### config.mk
export PLATFORM = sky130hd
export DESIGN_NAME = lsu_ctrl_flat
export DESIGN_NICKNAME = d
export VERILOG_FILES = /design/src/rtl/lsu_pkg.sv /design/src/rtl/lsu_ctrl_if.sv /design/src/rtl/lsu_align.sv /design/src/rtl/lsu_ctrl.sv /design/src/flat_wrapper.sv
export SDC_FILE = /design/constraint.sdc
export NUM_CORES = 1
export LEC_CHECK = 0
export ABC_AREA = 0
export BUFFER_PORTS_ARGS = -buffer_cell sky130_fd_sc_hd__buf_2
export CAP_MARGIN = 20
export CORE_MARGIN = 4
export CORE_UTILIZATION = 40
export DETAILED_ROUTE_END_ITERATION = 6
export PLACE_DENSITY = 0.78
export SETUP_SLACK_MARGIN = 0.15
export SYNTH_ARGS = -nofsm -noshare
export SYNTH_HDL_FRONTEND = slang
export SYNTH_SLANG_ARGS = --single-unit
### constraint.sdc
create_clock -name clk -period 3.1 [get_ports clk]
set_input_delay 0.465 -clock clk [delete_from_list [all_inputs] [get_ports clk]]
set_output_delay 0.465 -clock clk [all_outputs]
set_load 0.1 [all_outputs]
### src/rtl/lsu_pkg.sv
// rtl/lsu_pkg.sv - shared width codes, FSM states and access legality for the load/store unit
package lsu_pkg;

  localparam logic [2:0] LSU_B  = 3'b000;
  localparam logic [2:0] LSU_H  = 3'b001;
  localparam logic [2:0] LSU_W  = 3'b010;
  localparam logic [2:0] LSU_BU = 3'b100;
  localparam logic [2:0] LSU_HU = 3'b101;

  typedef enum logic [1:0] {
    ST_IDLE = 2'd0,
    ST_REQ  = 2'd1,
    ST_WAIT = 2'd2,
    ST_DONE = 2'd3
  } lsu_state_t;

  // Legal width code for the direction and naturally aligned to the access size.
  function automatic logic access_ok(input logic we, input logic [2:0] f3, input logic [1:0] off);
    logic legal;
    logic aligned;
    if (we) legal = (f3[2] == 1'b0) && (f3[1:0] != 2'b11);
    else    legal = (f3 != 3'b011) && (f3[2:1] != 2'b11);
    case (f3[1:0])
      2'b01:   aligned = ~off[0];
      2'b10:   aligned = (off == 2'b00);
      default: aligned = 1'b1;
    endcase
    return legal & aligned;
  endfunction

endpackage

### src/rtl/lsu_ctrl_if.sv
// rtl/lsu_ctrl_if.sv - data memory request/grant/response port
interface lsu_ctrl_if;
  logic        mem_req;
  logic        mem_we;
  logic [31:0] mem_addr;
  logic [3:0]  mem_be;
  logic [31:0] mem_wdata;
  logic        mem_gnt;
  logic        mem_rvalid;
  logic [31:0] mem_rdata;

  modport master (
    output mem_req, mem_we, mem_addr, mem_be, mem_wdata,
    input  mem_gnt, mem_rvalid, mem_rdata
  );

  modport slave (
    input  mem_req, mem_we, mem_addr, mem_be, mem_wdata,
    output mem_gnt, mem_rvalid, mem_rdata
  );
endinterface

### src/rtl/lsu_align.sv
// rtl/lsu_align.sv - store lane steering / byte enables and load extraction / extension
module lsu_align
  import lsu_pkg::*;
(
  input  logic [2:0]  st_funct3,
  input  logic [1:0]  st_off,
  input  logic [31:0] st_wdata,
  output logic [3:0]  st_be,
  output logic [31:0] st_data,
  input  logic [2:0]  ld_funct3,
  input  logic [1:0]  ld_off,
  input  logic [31:0] ld_rdata,
  output logic [31:0] ld_ext
);

  logic [31:0] shifted;

  // Narrow stores replicate the datum so any lane the enables select carries it.
  always_comb begin
    st_be   = 4'b1111;
    st_data = st_wdata;
    case (st_funct3[1:0])
      2'b00: begin
        st_be   = 4'b0001 << st_off;
        st_data = {4{st_wdata[7:0]}};
      end
      2'b01: begin
        st_be   = st_off[1] ? 4'b1100 : 4'b0011;
        st_data = {2{st_wdata[15:0]}};
      end
      default: ;
    endcase
  end

  assign shifted = ld_rdata >> {ld_off, 3'b000};

  always_comb begin
    ld_ext = shifted;
    case (ld_funct3)
      LSU_B:   ld_ext = {{24{shifted[7]}}, shifted[7:0]};
      LSU_H:   ld_ext = {{16{shifted[15]}}, shifted[15:0]};
      LSU_BU:  ld_ext = {24'd0, shifted[7:0]};
      LSU_HU:  ld_ext = {16'd0, shifted[15:0]};
      default: ld_ext = shifted;
    endcase
  end

endmodule

### src/rtl/lsu_ctrl.sv
// rtl/lsu_ctrl.sv - load/store control FSM with memory handshake, timeout and fault reporting
module lsu_ctrl
  import lsu_pkg::*;
#(
  parameter int TIMEOUT_CYCLES = 256
) (
  input  logic        clk,
  input  logic        rst_n,
  input  logic        req_valid,
  input  logic        req_we,
  input  logic [2:0]  req_funct3,
  input  logic [31:0] req_addr,
  input  logic [31:0] req_wdata,
  output logic        stall,
  output logic        ld_valid,
  output logic [31:0] ld_data,
  output logic        fault,
  lsu_ctrl_if.master  mem
);

  localparam int CW = $clog2(TIMEOUT_CYCLES);
  localparam logic [CW-1:0] CNT_LAST = CW'(TIMEOUT_CYCLES - 1);

  lsu_state_t  state;
  logic [CW-1:0] cnt;
  logic [2:0]  lat_funct3;
  logic [1:0]  lat_off;
  logic        req_ok;
  logic [3:0]  st_be;
  logic [31:0] st_data;
  logic [31:0] ld_ext;

  assign req_ok = access_ok(req_we, req_funct3, req_addr[1:0]);

  lsu_align u_align (
    .st_funct3 (req_funct3),
    .st_off    (req_addr[1:0]),
    .st_wdata  (req_wdata),
    .st_be     (st_be),
    .st_data   (st_data),
    .ld_funct3 (lat_funct3),
    .ld_off    (lat_off),
    .ld_rdata  (mem.mem_rdata),
    .ld_ext    (ld_ext)
  );

  // Reset also releases the pipeline at once, even with a request still presented.
  assign stall = rst_n & (((state == ST_IDLE) & req_valid & req_ok) |
                          (state == ST_REQ) | (state == ST_WAIT));

  always_ff @(posedge clk or negedge rst_n) begin
    if (!rst_n) begin
      state         <= ST_IDLE;
      cnt           <= '0;
      lat_funct3    <= 3'd0;
      lat_off       <= 2'd0;
      fault         <= 1'b0;
      ld_valid      <= 1'b0;
      ld_data       <= 32'd0;
      mem.mem_req   <= 1'b0;
      mem.mem_we    <= 1'b0;
      mem.mem_addr  <= 32'd0;
      mem.mem_be    <= 4'd0;
      mem.mem_wdata <= 32'd0;
    end else begin
      fault    <= 1'b0;
      ld_valid <= 1'b0;
      case (state)
        ST_IDLE: begin
          if (req_valid) begin
            if (req_ok) begin
              lat_funct3    <= req_funct3;
              lat_off       <= req_addr[1:0];
              mem.mem_req   <= 1'b1;
              mem.mem_we    <= req_we;
              mem.mem_addr  <= {req_addr[31:2], 2'b00};
              mem.mem_be    <= req_we ? st_be : 4'b1111;
              mem.mem_wdata <= st_data;
              cnt           <= '0;
              state         <= ST_REQ;
            end else begin
              fault <= 1'b1;
            end
          end
        end
        ST_REQ: begin
          // A store grant completes the access; a load grant still needs its response.
          if (mem.mem_gnt && mem.mem_we) begin
            mem.mem_req <= 1'b0;
            state       <= ST_DONE;
          end else if (cnt == CNT_LAST) begin
            mem.mem_req <= 1'b0;
            fault       <= 1'b1;
            state       <= ST_DONE;
          end else if (mem.mem_gnt) begin
            mem.mem_req <= 1'b0;
            cnt         <= cnt + 1'b1;
            state       <= ST_WAIT;
          end else begin
            cnt <= cnt + 1'b1;
          end
        end
        ST_WAIT: begin
          if (mem.mem_rvalid) begin
            ld_data  <= ld_ext;
            ld_valid <= 1'b1;
            state    <= ST_DONE;
          end else if (cnt == CNT_LAST) begin
            fault <= 1'b1;
            state <= ST_DONE;
          end else begin
            cnt <= cnt + 1'b1;
          end
        end
        ST_DONE: state <= ST_IDLE;
        default: state <= ST_IDLE;
      endcase
    end
  end

endmodule

### src/flat_wrapper.sv
// flat-port wrapper written by rule: the top's interface ports become plain ports
module lsu_ctrl_flat import lsu_pkg::*;
#(
  parameter int TIMEOUT_CYCLES = 256
)
  (clk, rst_n, req_valid, req_we, req_funct3, req_addr, req_wdata, stall, ld_valid, ld_data, fault, mem_mem_req, mem_mem_we, mem_mem_addr, mem_mem_be, mem_mem_wdata, mem_mem_gnt, mem_mem_rvalid, mem_mem_rdata);
  lsu_ctrl_if mem_i ();
  input  logic clk;
  input  logic rst_n;
  input  logic req_valid;
  input  logic req_we;
  input  logic [2:0] req_funct3;
  input  logic [31:0] req_addr;
  input  logic [31:0] req_wdata;
  output logic stall;
  output logic ld_valid;
  output logic [31:0] ld_data;
  output logic fault;
  output wire logic [$bits(mem_i.mem_req)-1:0] mem_mem_req;
  output wire logic [$bits(mem_i.mem_we)-1:0] mem_mem_we;
  output wire logic [$bits(mem_i.mem_addr)-1:0] mem_mem_addr;
  output wire logic [$bits(mem_i.mem_be)-1:0] mem_mem_be;
  output wire logic [$bits(mem_i.mem_wdata)-1:0] mem_mem_wdata;
  input wire logic [$bits(mem_i.mem_gnt)-1:0] mem_mem_gnt;
  input wire logic [$bits(mem_i.mem_rvalid)-1:0] mem_mem_rvalid;
  input wire logic [$bits(mem_i.mem_rdata)-1:0] mem_mem_rdata;
  assign mem_mem_req = mem_i.mem_req;
  assign mem_mem_we = mem_i.mem_we;
  assign mem_mem_addr = mem_i.mem_addr;
  assign mem_mem_be = mem_i.mem_be;
  assign mem_mem_wdata = mem_i.mem_wdata;
  assign mem_i.mem_gnt = mem_mem_gnt;
  assign mem_i.mem_rvalid = mem_mem_rvalid;
  assign mem_i.mem_rdata = mem_mem_rdata;
  lsu_ctrl #(.TIMEOUT_CYCLES(TIMEOUT_CYCLES)) u_core (.clk(clk), .rst_n(rst_n), .req_valid(req_valid), .req_we(req_we), .req_funct3(req_funct3), .req_addr(req_addr), .req_wdata(req_wdata), .stall(stall), .ld_valid(ld_valid), .ld_data(ld_data), .fault(fault), .mem(mem_i));
endmodule
==> results of run 1 <==
-- layout make-up --
class	count	area, µm²
clock inverters	10	169
inverters	13	48.8
repair buffers	218	1150
clock buffers	22	484
well taps	176	220
fillers	1219	6010
flip-flops and latches	117	2930
multi-input cells	363	2450
-- logic make-up after synthesis --
logic type / count (synthesis) / synth area share, %
and+or+nand+nor: 145 / 11.2
AOI/OAI and AO/OA: 128 / 14.7
DFF: 117 / 52.4
muxes: 78 / 15.4
buffers and inverters: 44 / 3.94
adders and majority gates: 10 / 2.24
other: 1 / 0.0672
-- metal layers --
metal / up-vias / track usage (%) / routed length [µm]
met5: - / 0 / 0
met1: 2275 / 24.6 / 6390
met4: 0 / 4.73 / 141
met3: 16 / 6.01 / 1070
met2: 178 / 30.9 / 7350
li1: 2258 / - / -
-- cell usage in the layout (no fill, tap or decap), types with 5 or more instances in the layout --
cell / synthesis / routed
a21oi_1: 45 / 45
nor2b_1: 5 / 5
mux2i_1: 26 / 26
mux2_2: 51 / 51
buf_4: 3 / 11
dfrtp_1: 117 / 117
o211ai_1: 7 / 7
o21ai_0: 16 / 16
clkbuf_16: 0 / 17
buf_2: 11 / 205
a31oi_1: 13 / 13
nand2_1: 49 / 49
inv_1: 12 / 12
o21a_1: 9 / 9
o22a_1: 8 / 8
a22oi_1: 16 / 16
ha_1: 10 / 10
nor2_1: 64 / 63
nand3_1: 7 / 7
-- metrics by stage --
| stage | hold slack, ns | std cells | worst slack [ns] | area (µm²) | util [%] |
|---|---|---|---|---|---|
| floorplan | 0.169 | 524 | 0.307 | 5590 | - |
| global placement | 0.456 | 887 | 0.682 | 6790 | 50.5 |
| detailed placement | 0.459 | 887 | 0.538 | 6790 | 50.5 |
| CTS | 0.270 | 919 | 0.616 | 7440 | 55.3 |
| global route | 0.274 | 919 | 0.537 | 7440 | 55.3 |
| finish | 0.250 | 919 | 0.629 | 7440 | 55.3 |
-- state kept, by name, summed over array words and instances, names as in the netlist --
register              flops
u_core.mem.mem_wdata     32
u_core.ld_data           32
u_core.lat_funct3         3
u_core.state              2
u_core.ld_valid           1
u_core.mem.mem_addr      30
u_core.mem.mem_we         1
u_core.mem.mem_req        1
u_core.mem.mem_be         4
u_core.cnt                8
u_core.fault              1
u_core.lat_off            2
-- how the worst max path moves through the flow --
stage | startpoint | to | slack [ns] | depth (start not counted)
final | req_funct3[0] | stall | 0.63 | 8
after detailed placement | req_funct3[0] | u_core.cnt[1]$_DFFE_PN0P_ | 0.54 | 8
after CTS | req_funct3[0] | stall | 0.62 | 8
after global placement | req_funct3[0] | u_core.cnt[0]$_DFFE_PN0P_ | 0.68 | 8
after global routing | req_funct3[1] | stall | 0.54 | 8
after floorplan | req_funct3[1] | stall | 0.31 | 8
==> flow_summary.yaml, run 1 <==
setup_path:
  crit_family: "compound AO/OA/AOI/OAI gates"
  start_kind: "input pin"
  r2r-end: "u_core.cnt[0]$_DFFE_PN0P_"
  cp.arrival_ns: 2.01
  cp_num_buf_inv: 4
  r2r_cells: 7
  critPathSlowestCell: "o32ai_2"
  max_stage_delay_ns: 0.43
  critPathMostFrequentCell: "inv_1"
  crit_path_cell_trace: "buf_2, inv_1, ha_1, inv_1, o32ai_2, nor2_4, o31a_1, buf_12"
  path_max_fanout: 4
  required_ns: 2.63
  r2r_start: "u_core.state[1]$_DFFE_PN0P_"
  end_kind: "output pin"
  worstSetupPathType: "input pin to output pin"
  r2r_slack_ns: 0.83
floorplanning:
  die_w_um: 126
  fp.coreArea_um2: 13500
  die_area_um2: 15900
  start_util_pct: 41.5
  die_y_um: 126
  num_rows: 42
  top_level_ports: 210
timing:
  fin_crit_sh_pct: 79.7
  relSlewSlack_pct: 30.6
  final-hold-violation-count: 0
  fmax_mhz: 405
  period_minus_slack_ns: 2.47
  setup_violations: 0
  rsz0062_at_grt: "no"
  tightest_slew_ns: 1.03
  fin_worst_skew_ns: 0.00582
  finalMaxSlewViolations: 0
  tns_ns: 0
clock_tree:
  cts_tree: "yes"
  htreeDepth: 4
  post-cts-setup-buffers: 0
  clockRootBuffer: "clkbuf_16"
  cts.path.max_buffers: 2
  clk_pin_slew_worst_paths_ns: 0.06
  cts_sinks: 117
  cts_made_buffers: 17
  holdBufCountCts: 0
  ctsResizeCount: 0
  clk_latency_ns: 0.41
routing:
  ant_nets: 0
  wire_per_inst_um: 16.3
  wl_mm: 15.0
  drc_errors: 0
  firstDrtPassIters: 4
  routed_via_density: 5.14
  vias: 4727
  drt_iter0_drc: 274
place:
  io_buffers: 207
  dp.final_hpwl_mm: 11.1
  globalplace.congestion: 0.830
logic_synthesis:
  synth.most_common_cell: "dfrtp_1"
  ys_seq_area_share_pct: 52.4
  synth.cell_area_um2: 5580
  synth_edf_count: 0
  ys_ff_latch: 117
  yosys-top-cells-area: "dfrtp_1, mux2_2, mux2i_1"
  syn_area_per_cell_um2: 10.7
  ys.flop_type: "dfrtp_1"
  synth_top_area_share_pct: 52.4
  netlist_top_cells_count: "dfrtp_1, nor2_1, mux2_2"
  async_flop_share_pct: 100
  netlist_instances: 523
  yosys_warnings: 0
  synth_largest_area_cell: "dfrtp_1"
  ys_types: 49
finish:
  syn_to_final_growth_pct: 33.3
  drive_gt1_share_pct: 41.6
  antennaDiodeCount: 0
  final_net_count: 845
status:
  outcome: "complete, no violations"
global_route:
  grt_pass1_wl_mm: 24.2
  grt_pass1_vias: 4718
  track_usage_pct: 18.9
  antenna_found_initial: 0
  grt_max_degree: 102
  grt_overflow: 0
flow_run:
  maxCapViolCount: 0
worst_hold_path:
  worstHoldPathType: "input pin to async pin"
Power of run 1 is not shown: default switching activity piles up to over one toggle a cycle in this logic, so the estimate is an artifact.
==> run 2: changes to the inputs <==
--- a/config.mk
+++ b/config.mk
@@ -11,7 +11,7 @@
 export CORE_MARGIN = 4
 export CORE_UTILIZATION = 40
 export DETAILED_ROUTE_END_ITERATION = 6
-export PLACE_DENSITY = 0.78
+export PLACE_DENSITY = 0.81
 export SETUP_SLACK_MARGIN = 0.15
 export SYNTH_ARGS = -nofsm -noshare
 export SYNTH_HDL_FRONTEND = slang
==> constraint.sdc (replaced) <==
create_clock -name clk -period 2.2 [get_ports clk]
set_input_delay 0.33 -clock clk [delete_from_list [all_inputs] [get_ports clk]]
set_output_delay 0.33 -clock clk [all_outputs]
set_load 0.1 [all_outputs]
==> run 2 against run 1 <==
Effect of this change: count of clock-buffer cells in the layout is 3 lower; worst hold slack worse by 0.20 ns; final area grew 3.0%; worst setup slack got worse by 0.43 ns; die area is the same; core utilization increased by 1.7 points; flip-flop and latch count did not move; non-clock buffer count rose by 17; critical path depth down 2; routed wire length is 4.4% higher; sequential share of layout area fell by 1.1 points; first-iteration DRC count increased by 13%; critical path type is now flip-flop to output pin.
==> flow_summary.yaml, run 2 (synthesized netlist as in run 1, its figures left out) <==
status:
  outcome: "complete, no violations"
global_route:
  grt_overflow: 0
  track_usage_pct: 19.5
  grt_max_degree: 118
  grt_pass1_vias: 4840
  antenna_found_initial: 0
  grt_pass1_wl_mm: 25.0
floorplanning:
  die_area_um2: 15900
  top_level_ports: 210
  die_w_um: 126
  fp.coreArea_um2: 13500
  start_util_pct: 41.5
  die_y_um: 126
  num_rows: 42
flow_run:
  maxCapViolCount: 0
place:
  dp.final_hpwl_mm: 11.3
  globalplace.congestion: 0.829
  io_buffers: 207
routing:
  wl_mm: 15.6
  ant_nets: 0
  firstDrtPassIters: 5
  drc_errors: 0
  wire_per_inst_um: 16.7
  vias: 4922
  routed_via_density: 5.26
  drt_iter0_drc: 310
clock_tree:
  clk_latency_ns: 0.41
  cts_made_buffers: 17
  clockRootBuffer: "clkbuf_16"
  cts_tree: "yes"
  holdBufCountCts: 0
  cts.path.max_buffers: 2
  htreeDepth: 4
  clk_pin_slew_worst_paths_ns: 0.06
  cts_sinks: 117
timing:
  rsz0062_at_grt: "no"
  period_minus_slack_ns: 2.00
  fin_worst_skew_ns: 0.00955
  fmax_mhz: 499
  setup_violations: 0
  finalMaxSlewViolations: 0
  relSlewSlack_pct: 57.6
  tns_ns: 0
  whs_ns: 0.0518
  final-hold-violation-count: 0
  tightest_slew_ns: 0.634
  fin_crit_sh_pct: 91.0
setup_path:
  required_ns: 1.87
  end_kind: "output pin"
  cp.arrival_ns: 1.67
  worstSetupPathType: "flip-flop to output pin"
  start_kind: "flip-flop"
  path_max_fanout: 3
worst_hold_path:
  worstHoldPathType: "input pin to async pin"
finish:
  final_net_count: 862
  antennaDiodeCount: 0
  regArea_um2: 2930
  final_common_cell: "buf_2"
  reg_top3: "u_core.ld_data: 32 flops, u_core.mem.mem_wdata: 32 flops, u_core.mem.mem_addr: 30 flops"
  syn_to_final_growth_pct: 37.4
  multiInputGateArea_um2: 2550
  final_cell_mix: "buf_2, dfrtp_1, nor2_1"
  fillCellCount: 1167
  drive_gt1_share_pct: 44.9
==> run 2: per-stage QoR <==
step | util, % | cells | cell area, µm² | setup slack (ns)
floorplan | - | 524 | 5670 | 0.103
global placement | 51.6 | 896 | 6950 | 0.0614
detailed placement | 51.6 | 896 | 6950 | 0.0463
CTS | 56.5 | 932 | 7600 | 0.162
global route | 57.0 | 936 | 7670 | 0.121
finish | 57.0 | 936 | 7670 | 0.197
==> run 2: worst max-delay path, cell delays in order (launching register included) <==
cell     delay [ns]
dfrtp_1        0.37
inv_2          0.08
ha_4           0.17
nand2_2        0.08
nor2_4         0.04
o31a_4         0.35
buf_12         0.17
==> run 2: routing by layer <==
layer	GRT usage, %	share of wire (%)
met5	0	0
met4	6.12	2.0
met3	5.42	7.5
met2	31.9	50
met1	25.4	41
==> run 2: path summary, 6_finish.rpt <==
check	from	end	slack [ns]	depth (start not counted)
max	u_core.state[1]$_DFFE_PN0P_	stall	0.20	6
min	rst_n	u_core.ld_data[11]$_DFFE_PN0P_	0.05	2
max reg2reg	u_core.lat_off[0]$_DFFE_PN0P_	u_core.ld_data[26]$_DFFE_PN0P_	0.33	5
min reg2reg	u_core.ld_data[2]$_DFFE_PN0P_	u_core.ld_data[2]$_DFFE_PN0P_	0.47	2
max in group asynchronous	rst_n	u_core.cnt[5]$_DFFE_PN0P_	1.69	2
min in group clk	req_addr[7]	u_core.mem.mem_addr[7]$_DFFE_PN0P_	0.15	2
==> run 2: cell type report <==
class	count	share of cell area [%]
Sequential cell	117	38.2
Timing Repair Buffer	235	17.0
Tap cell	176	2.87
Inverter	13	0.832
Clock inverter	13	2.04
Clock buffer	19	5.78
Multi-Input combinational cell	363	33.3
==> run 2: repair_timing <==
item | 4_1_cts | 5_1_grt
pin swaps | 4 | 4
resized for setup | 8 | 8
hold endpoints to repair | 0 | 0
cloned | 0 | 0
endpoints found under the setup margin | 1 | 1
buffers inserted | 4 | 4
Power of run 2 is left out for the same reason.
==> run 3: changes to the inputs <==
--- a/config.mk
+++ b/config.mk
@@ -12,6 +12,7 @@
 export CORE_UTILIZATION = 40
 export DETAILED_ROUTE_END_ITERATION = 6
 export PLACE_DENSITY = 0.81
+export REMOVE_ABC_BUFFERS = 1
 export SETUP_SLACK_MARGIN = 0.15
 export SYNTH_ARGS = -nofsm -noshare
 export SYNTH_HDL_FRONTEND = slang
==> run 3 against run 2 <==
Effect of this change: sequential share of layout area up 0.29 points; count of clock-buffer cells in the layout increased by 2; final area fell by 0.75%; clock skew shrank 0.0046 ns; critical path type is now input pin to output pin; core utilization fell by 0.43 points; via count is 2.9% lower; final cell count shrank 0.43%; first-iteration DRC count is 7.7% lower; flip-flop and latch count is the same; critical endpoint unchanged; critical path depth increased by 2.
==> flow_summary.yaml, run 3 (synthesized netlist as in run 1, its figures left out) <==
setup_path:
  r2r-end: "u_core.ld_data[13]$_DFFE_PN0P_"
  cp.arrival_ns: 1.66
  max_stage_delay_ns: 0.32
  r2r_cells: 5
  worstSetupPathType: "input pin to output pin"
  crit_path_cell_trace: "buf_6, inv_4, ha_1, nor3b_4, o32ai_4, nor2_4, o31a_1, buf_12"
  crit_end: "stall"
  crit_path_start: "req_funct3[0]"
  end_kind: "output pin"
  r2r_start: "u_core.lat_off[0]$_DFFE_PN0P_"
  critPathSlowestCell: "o32ai_4"
  required_ns: 1.87
  start_kind: "input pin"
  path_max_fanout: 4
  r2r_slack_ns: 0.30
finish:
  final_net_count: 859
  utilization_pct: 56.6
  antennaDiodeCount: 0
  finalInstanceArea_um2: 7610
  drive_gt1_share_pct: 44.0
  syn_to_final_growth_pct: 36.3
  reg_top3: "u_core.ld_data: 32 flops, u_core.mem.mem_wdata: 32 flops, u_core.mem.mem_addr: 30 flops"
  final_cell_mix: "buf_2, dfrtp_1, nor2_1"
  final_common_cell: "buf_2"
routing:
  firstDrtPassIters: 5
  vias: 4779
  wire_per_inst_um: 16.4
  drt_iter0_drc: 286
  ant_nets: 0
  routed_via_density: 5.13
  drc_errors: 0
  wl_mm: 15.3
timing:
  whs_ns: 0.0206
  finalMaxSlewViolations: 0
  tightest_slew_ns: 0.632
  fin_crit_sh_pct: 90.5
  rsz0062_at_grt: "no"
  relSlewSlack_pct: 57.8
  fin_worst_skew_ns: 0.00498
  final-hold-violation-count: 0
  period_minus_slack_ns: 1.99
  setup_violations: 0
  final.setup.worst_slack_ns: 0.210
  fmax_mhz: 503
clock_tree:
  cts.path.max_buffers: 2
  cts_tree: "yes"
  clk_latency_ns: 0.40
  cts_sinks: 117
  htreeDepth: 4
  cts_made_buffers: 17
  clk_pin_slew_worst_paths_ns: 0.05
  holdBufCountCts: 0
  clockRootBuffer: "clkbuf_16"
flow_run:
  maxCapViolCount: 0
place:
  globalplace.congestion: 0.843
  dp.final_hpwl_mm: 11.2
  io_buffers: 207
  dp_slack_ns: 0.0384
  placed_cell_area_um2: 6860
global_route:
  antenna_found_initial: 0
  grt_overflow: 0
  grt_pass1_vias: 4809
  grt_pass1_wl_mm: 24.5
  track_usage_pct: 19.1
  grt_max_degree: 118
worst_hold_path:
  worstHoldPathType: "input pin to async pin"
floorplanning:
  fp.coreArea_um2: 13500
  die_area_um2: 15900
  die_w_um: 126
  start_util_pct: 41.5
  num_rows: 42
  top_level_ports: 210
  die_y_um: 126
status:
  outcome: "complete, no violations"
run 3: through the flow:
step | TNS (ns) | std cells
2_1_floorplan | -226.95 | 493
3_3_place_gp | 0 | 894
3_5_place_dp | 0 | 894
4_1_cts | 0 | 929
5_1_grt | 0 | 932
6_report | 0 | 932
run 3: metal layers:
layer  vias to the layer above  GRT usage [%]  wire length [µm]
li1                       2293              -                 -
met1                      2334           24.2              6460
met2                       137           32.1              7880
met3                        15           5.00               792
met4                         0           5.93               197
met5                         -              0                 0
run 3: area by class of cell:
| cell class | count | area [µm²] |
|---|---|---|
| Fill cell | 1173 | 5840 |
| Sequential cell | 117 | 2930 |
| Multi-Input combinational cell | 363 | 2520 |
| Timing Repair Buffer | 232 | 1280 |
| Clock buffer | 21 | 460 |
| Tap cell | 176 | 220 |
| Clock inverter | 10 | 154 |
| Inverter | 13 | 51.3 |
run 3: how the worst min path moves through the flow:
| stage | startpoint | to | slack, ns |
|---|---|---|---|
| finish | rst_n | u_core.fault$_DFF_PN0_ | 0.02 |
| floorplan | rst_n | u_core.cnt[0]$_DFFE_PN0P_ | 0.03 |
| global route | rst_n | u_core.fault$_DFF_PN0_ | 0.08 |
| detailed placement | u_core.ld_data[1]$_DFFE_PN0P_ | u_core.ld_data[1]$_DFFE_PN0P_ | 0.46 |
| global placement | u_core.ld_data[1]$_DFFE_PN0P_ | u_core.ld_data[1]$_DFFE_PN0P_ | 0.46 |
| CTS | rst_n | u_core.cnt[1]$_DFFE_PN0P_ | 0.06 |
run 3: repair_timing:
item,4_1_cts,5_1_grt
gates resized for setup,10,12
setup buffers,4,3
cloned,0,0
setup endpoints to repair,1,10
pin swaps,3,5
run 3: critical path, delay by kind of cell:
kind | cells | cell delay (ns)
adder cells (fa/ha/maj) | 1 | 0.18
AND/OR/NAND/NOR | 2 | 0.23
buffers and inverters | 3 | 0.31
AO/OA/AOI/OAI | 2 | 0.61
Power of run 3 is left out for the same reason.
